`src/rtl/dff_pkg.sv`:
```
// -----------------------------------------------------------------------------
// dff_pkg
// Shared constants for the dff_pipe register pipeline.
//   DFF_WIDTH   default data width per stage
//   DFF_DEPTH   default number of stages
//   occ_width() bit width of an occupancy counter that spans 0..depth
// -----------------------------------------------------------------------------
package dff_pkg;

    localparam int DFF_WIDTH = 8;
    localparam int DFF_DEPTH = 4;

    // The counter must represent every value 0..depth inclusive, so it needs
    // clog2(depth+1) bits. For example, depth 4 needs 3 bits and depth 1 needs 1 bit.
    function automatic int occ_width(input int depth);
        return $clog2(depth + 1);
    endfunction

endpackage

```
`src/rtl/dff_stage.sv`:
```
// -----------------------------------------------------------------------------
// dff_stage
// One pipeline stage: a WIDTH-bit data flop plus its valid tag.
// Priority on a rising clk edge: sclr (clear), then en (load), then hold.
//   clk      rising-edge clock
//   rst_n    asynchronous active-low reset, clears data and valid
//   en       load d/d_valid on this edge
//   sclr     synchronous clear, wins over en
//   d        data in
//   d_valid  valid tag in
//   q        registered data
//   q_valid  registered valid tag
// -----------------------------------------------------------------------------
module dff_stage
    import dff_pkg::*;
#(
    parameter int WIDTH = DFF_WIDTH
) (
    input  logic             clk,
    input  logic             rst_n,
    input  logic             en,
    input  logic             sclr,
    input  logic [WIDTH-1:0] d,
    input  logic             d_valid,
    output logic [WIDTH-1:0] q,
    output logic             q_valid
);

    // NOTE: non-blocking assignments let every stage sample its predecessor's
    // pre-edge value, which is what makes the chain shift by exactly one stage.
    // NOTE: the data bits are reset together with the valid bit. This makes q
    // read as zero during reset, not just invalid.
    always_ff @(posedge clk or negedge rst_n) begin
        if (!rst_n) begin
            q       <= '0;
            q_valid <= 1'b0;
        end else if (sclr) begin
            q       <= '0;
            q_valid <= 1'b0;
        end else if (en) begin
            q       <= d;
            q_valid <= d_valid;
        end
    end

endmodule

```
`src/rtl/dff_pipe.sv`:
```
// -----------------------------------------------------------------------------
// dff_pipe
// DEPTH-stage, WIDTH-bit edge-triggered register pipeline. Each stage carries a
// valid tag. The pipeline has a global advance enable (en = 0 stalls every
// stage), a synchronous flush (sclr) and an asynchronous active-low reset.
//
// Optional feature: define DFF_PIPE_OCC_EN to add the occ output. occ counts
// the valid stages and always equals popcount of the per-stage valid bits.
//
//   clk      rising-edge clock
//   rst_n    asynchronous active-low reset
//   en       advance the pipeline on this edge
//   sclr     synchronous flush, priority over en
//   d        data into stage 0
//   d_valid  valid tag for d
//   q        data of the last stage
//   q_valid  valid tag of the last stage
//   qbar     bitwise complement of q (combinational)
//   occ      number of valid stages (DFF_PIPE_OCC_EN only)
// -----------------------------------------------------------------------------
module dff_pipe
    import dff_pkg::*;
#(
    parameter int WIDTH = DFF_WIDTH,
    parameter int DEPTH = DFF_DEPTH
) (
    input  logic                         clk,
    input  logic                         rst_n,
    input  logic                         en,
    input  logic                         sclr,
    input  logic [WIDTH-1:0]             d,
    input  logic                         d_valid,
    output logic [WIDTH-1:0]             q,
    output logic                         q_valid,
    output logic [WIDTH-1:0]             qbar
`ifdef DFF_PIPE_OCC_EN
    ,
    output logic [occ_width(DEPTH)-1:0]  occ
`endif
);

    logic [WIDTH-1:0] stage_data  [DEPTH];
    logic             stage_valid [DEPTH];

    for (genvar k = 0; k < DEPTH; k++) begin : g_stage
        logic [WIDTH-1:0] din;
        logic             vin;

        if (k == 0) begin : g_head
            assign din = d;
            assign vin = d_valid;
        end else begin : g_link
            assign din = stage_data[k-1];
            assign vin = stage_valid[k-1];
        end

        dff_stage #(.WIDTH(WIDTH)) u_stage (
            .clk     (clk),
            .rst_n   (rst_n),
            .en      (en),
            .sclr    (sclr),
            .d       (din),
            .d_valid (vin),
            .q       (stage_data[k]),
            .q_valid (stage_valid[k])
        );
    end

    assign q       = stage_data[DEPTH-1];
    assign q_valid = stage_valid[DEPTH-1];
    assign qbar    = ~q;

`ifdef DFF_PIPE_OCC_EN
    localparam int OCC_W = occ_width(DEPTH);

    logic [OCC_W-1:0] occ_r;

    // An enabled edge admits one tag at the head and retires one at the tail.
    // The net change is d_valid minus the leaving valid bit. The result stays
    // within 0..DEPTH because it tracks popcount of the stage valid bits.
    always_ff @(posedge clk or negedge rst_n) begin
        if (!rst_n) begin
            occ_r <= '0;
        end else if (sclr) begin
            occ_r <= '0;
        end else if (en) begin
            occ_r <= occ_r + OCC_W'(d_valid) - OCC_W'(stage_valid[DEPTH-1]);
        end
    end

    assign occ = occ_r;
`endif

endmodule

```
`config.mk`:
```
export PLATFORM = sky130hd
export DESIGN_NAME = dff_pipe
export DESIGN_NICKNAME = d
export VERILOG_FILES = /design/src/rtl/dff_pkg.sv /design/src/rtl/dff_stage.sv /design/src/rtl/dff_pipe.sv
export SDC_FILE = /design/constraint.sdc
export NUM_CORES = 1
export LEC_CHECK = 0
export CAP_MARGIN = 20
export CORE_MARGIN = 2
export CORE_UTILIZATION = 55
export CTS_CLUSTER_DIAMETER = 50
export DETAILED_ROUTE_END_ITERATION = 7
export DONT_BUFFER_PORTS = 1
export HOLD_SLACK_MARGIN = 0.03
export PLACE_DENSITY = 0.7
export SYNTH_ARGS = -nofsm -noshare
export SYNTH_HDL_FRONTEND = slang
export SYNTH_SLANG_ARGS = --single-unit
```
`constraint.sdc`:
```
create_clock -name clk -period 0.8 [get_ports clk]
set_clock_uncertainty 0.15 [all_clocks]
set_input_delay 0.16 -clock clk [delete_from_list [all_inputs] [get_ports clk]]
set_output_delay 0.16 -clock clk [all_outputs]
set_load 0.005 [all_outputs]
```
=== Word-level counts from Yosys, hierarchy flattened ===
Index checks and enable logic that the tools add are counted.

* Word-level logic and storage cells: 26
* Bits in registers: 36

* Bitwise logic cells: 1
* Mux-type cells: 16
* Reduce and logical (&&, ||, !) cells: 1

{| class="wikitable"
|+ Operator list
! operator !! number
|-
| $mux 8 || 8
|-
| $mux 1 || 8
|-
| $not 8->8 || 1
|-
| $reduce_bool 2->1 || 1
|}

=== Depth between registers and ports, before layout ===
Gate-level depths: netlist (run 1).

* Depth in word-level cells: 2
* Mapped depth: 4
* Depth with buffers taken out: 2

=== Hierarchy ===
A second synthesis (run 1) with hierarchy kept.

* Cell total of the unflattened synthesis: 124
* Area total of the unflattened synthesis: 1,486.4 µm²

{| class="wikitable"
|+ By module, submodules not included
! module !! area each (µm²) !! instances !! cells an instance !! sequential area each (µm²)
|-
| dff_stage || 364.1 || 4 || 29 || 225.2
|-
| dff_pipe || 30.0 || 1 || 8 || 0.0
|}

=== Worst setup path before layout (run 1) ===
Ideal clock, no wire load.

* Path kind: in2reg
* Start: input en
* End: register g_stage[0].u_stage.q[1]
* Stages: 4
* Path buffers: 2
* Arrival: 0.662 ns
* Library setup time: 0.121 ns
* Setup slack: -0.134 ns
* Required time: 0.529 ns
* Path through: buf_6 -> buf_12 -> mux2i_1 -> nor2_1

* Longest elaborated chain between the ends: 1

{| class="wikitable"
|+ Ends and longest elaborated chain
! what !! RTL line !! RTL
|-
| from (decl) || dff_pipe.sv:29 || <nowiki>input logic en,</nowiki>
|-
| $reduce_bool 2->1 (no line) || -- ||
|-
| to (signal assigned) || dff_stage.sv:35 || <nowiki>q <= '0;</nowiki>
|-
| to (signal assigned) || dff_stage.sv:38 || <nowiki>q <= '0;</nowiki>
|-
| to (signal assigned) || dff_stage.sv:41 || <nowiki>q <= d;</nowiki>
|-
| to (decl) || dff_stage.sv:25 || <nowiki>output logic [WIDTH-1:0] q,</nowiki>
|}

No other way between the ends.
A chain may end at the register's enable or synchronous reset.

=== Final worst setup path (run 1) ===
* Start: register g_stage[3].u_stage.q[5]
* End: output q[5]

{| class="wikitable"
|+ RTL lines
! what !! RTL line !! RTL
|-
| from (decl) || dff_stage.sv:25 ||
|-
| from (signal assigned) || dff_stage.sv:35 ||
|-
| from (signal assigned) || dff_stage.sv:38 ||
|-
| from (signal assigned) || dff_stage.sv:41 ||
|-
| to (decl) || dff_pipe.sv:33 || <nowiki>output logic [WIDTH-1:0] q,</nowiki>
|}

No word-level cell between the ends.

==> key figures, run 1 <==
Run status
  • Run status: finished with violations
  • Failing checks: hold timing, setup timing

Detailed routing
  • DRC Markers: 0
  • Initial drt markers: 20
  • Routed WL per cell: roughly 13 um
  • Via density: roughly 5.2
  • DR vias: roughly 870
  • DRT Wirelength: ~2.2 mm
  • Drt pass-1 iters: 4
  • ANT nets after route: 0

CTS
  • Clk pin slew, worst setup/hold paths: around 100 ps
  • CTS tree: built
  • H-tree Lvls: 2
  • Clk Latency, worst-skew pair: between 300 and 400 ps
  • Max clock buf depth: 2
  • CTS Buf Count: 5
  • CTS sink count: 36
  • Root Driver: clkbuf_4

Global routing
  • Largest net degree at the start of global routing: 37
  • Met3 Resource Use GR: between 7 and 8%
  • Global-route wire length before repair: 3.92 mm
  • Grt met1 use: between 10% and 20%
  • Gr busiest metal: met2
  • Antenna violations before repair: 0
  • M2 GR Usage: 27.2%
  • Overflow after GRT: 0
  • Total Routing Usage GR: between 10% and 20%
  • Vias in the first global route: 893

Floorplan
  • Full die area: roughly 3200 um^2
  • Die Y: ~57 um
  • Starting Density: 56.5%
  • Die X: roughly 57 um
  • Core Box Area: 2690 um^2
  • IO Count: 30
  • Number of cell rows: 19

Power
  • Part of the power in the clock network: between 30% and 40%
  • Pwr Density: between 1500 and 2000 nW/um^2
  • Leakage: between 0.8 and 0.9 nW
  • Net Switching: approximately 0.61 mW
  • Power share of the sequential group: a little under two thirds
  • Switching Share: between 20% and 30%
  • Comb power frac: under 10%
  • Design Power: roughly 3.0 mW
  • Max IR drop VDD: 1290 uV
  • Int Pwr: around 2.4 mW

Timing
  • Final max-slew violation count: 0
  • Hold Vio Cnt, Final: 72
  • FMAX: approximately 0.84 GHz
  • Rel. slew slack: 90.0%
  • Hold slack: -647 ps
  • Final Cycle Share: 148%
  • Tmin final: ~1200 ps
  • RSZ-0062 raised after global routing: true
  • Worst slew pin tran: between 100 and 150 ps
  • Slack of the critical path: -388 ps
  • Final setup viols: 53

Synthesis
  • Synth area leader: dfrtp_1
  • Mapped Area: 1520 um^2
  • Synth cell count leaders: 36 x dfrtp_1, 36 x mux2i_1, 36 x nor2_1, 8 x inv_1
  • Cell count after synthesis: ~120
  • Yosys warns: 0
  • Syn nets: between 100 and 150
  • Post-synth cell types: 8
  • Syn Area/Cell: roughly 12 um^2
  • EDFF count, synth: 0
  • Post-synth top flop: dfrtp_1
  • #FFs+latches synth: 36
  • Synth area leaders: dfrtp_1 59%, mux2i_1 24%, nor2_1 8.9%, buf_12 4.0%, inv_1 2.0%
  • FFs w/ async S/R, synth: 100%
  • Top-area cell type share of the netlist area: 59.4%
  • Register area share after synthesis: around three fifths

Placed design
  • Pre-CTS WS: -55.6 ps
  • Port Buffers: 0
  • Gp weighted congestion: ~0.69

Min path
  • Min-Delay Path Class: primary input to async pin

Critical path
  • Crit-path max FO: 3
  • CP delay by family, top: flip-flops
  • Worst Setup Path Type: flip-flop to output pin
  • Critical Path Source: g_stage[3].u_stage.q[5]
  • Setup crit end kind: output pin
  • Arr. time, crit path: approximately 880 ps
  • Critical path required time: a little under 500 ps
  • Buf+Inv Stages, Crit Path: 1
  • Largest stage delay, worst path: around 420 ps
  • CP Cell Sequence: buf_6
  • Startpoint Class: flip-flop
  • RR Startpoint: g_stage[3].u_stage.q[0]
  • Slowest cell on crit path: dfrtp_1

Final layout
  • Synth-to-layout area growth: 8.66%
  • Fin nets: around 150
  • Layout cells sized above 1: 14.7%
  • ANT cells: 0

Flow run
  • Max-cap violations: 0
state kept, by name, summed over array words and instances (netlist names):
signal,cells
g_stage.u_stage.q,32
g_stage.u_stage.q_valid,4
power groups by stage:
stage	combinational, mW	sequential (mW)	clock, mW
floorplan	0.206	1.93	0
global placement	0.109	1.93	0
detailed placement	0.114	1.93	0
global route	0.130	1.91	1.12
finish	0.116	1.90	0.976
CTS	0.118	1.90	1.02
through the flow:
| step | cells | TNS [ps] | hold WS (ps) | utilization [%] | area (um^2) |
|---|---|---|---|---|---|
| detailed placement | 156 | -941 | -285 | 57.1 | 1530 |
| global placement | 156 | -315 | -285 | 57.1 | 1530 |
| floorplan | 124 | -2800 | -286 | - | 1530 |
| CTS | 167 | -8180 | -665 | 61.3 | 1650 |
| global route | 167 | -10210 | -683 | 61.3 | 1650 |
| finish | 167 | -7700 | -647 | 61.3 | 1650 |
final cells by class:
| type | instances | area (um^2) |
|---|---|---|
| Fill cell | 251 | 1040 |
| Sequential cell | 36 | 901 |
| Multi-Input combinational cell | 72 | 495 |
| Timing Repair Buffer | 12 | 124 |
| Clock buffer | 8 | 58.8 |
| Tap cell | 31 | 38.8 |
| Inverter | 8 | 30.0 |
what timing repair did:
item,in CTS,in global routing
gates cloned,0,0
setup endpoints to repair,53,53
pin swaps,0,5
hold endpoints to repair,72,72
buffers inserted,3,0
resized for setup,9,2
layer usage:
metal	share of wire (%)	routed length [um]	vias up
li1	-	-	418
met5	0	0	-
met2	53	1180	18
met4	2.0	44	0
met3	5.7	128	5
met1	40	884	426
placed cells by master, fill, tap and decap left out:
cell / instances
buf_4: 3
buf_6: 9
clkbuf_1: 2
clkbuf_4: 5
clkbuf_8: 1
dfrtp_1: 36
inv_1: 6
inv_2: 2
mux2i_1: 36
nor2_1: 36
logic make-up after synthesis:
kind of cell	share of synthesized area [%]
mux	23.8
flops	59.4
simple gates	8.91
buf+inv	7.92
path summary, 6_finish.rpt:
check	endpoint	slack (ps)	cells after the start
setup / recovery	q[5]	-390	1
hold / removal	g_stage[0].u_stage.q[3]	-650	0
setup reg to reg	g_stage[3].u_stage.q[0]	-170	3
hold reg to reg	g_stage[0].u_stage.q[7]	380	2
max in group asynchronous	g_stage[3].u_stage.q[7]	1060	0
min in group clk	g_stage[3].u_stage.q[6]	-280	1
Note: power is estimated with default switching activity, not from simulation.
==> run 2, diff against run 1 <==
- HOLD_SLACK_MARGIN: 0.03 -> 0.1
- SKIP_LAST_GASP: unset -> 1
==> results of run 2 <==
Same layout as run 1: the final DEF is identical, and so are final timing and power.
==> run 3, diff against run 2 <==
- SLEW_MARGIN: unset -> 0
==> results of run 3 <==
Same layout as run 1: the final DEF is identical, and so are final timing and power.
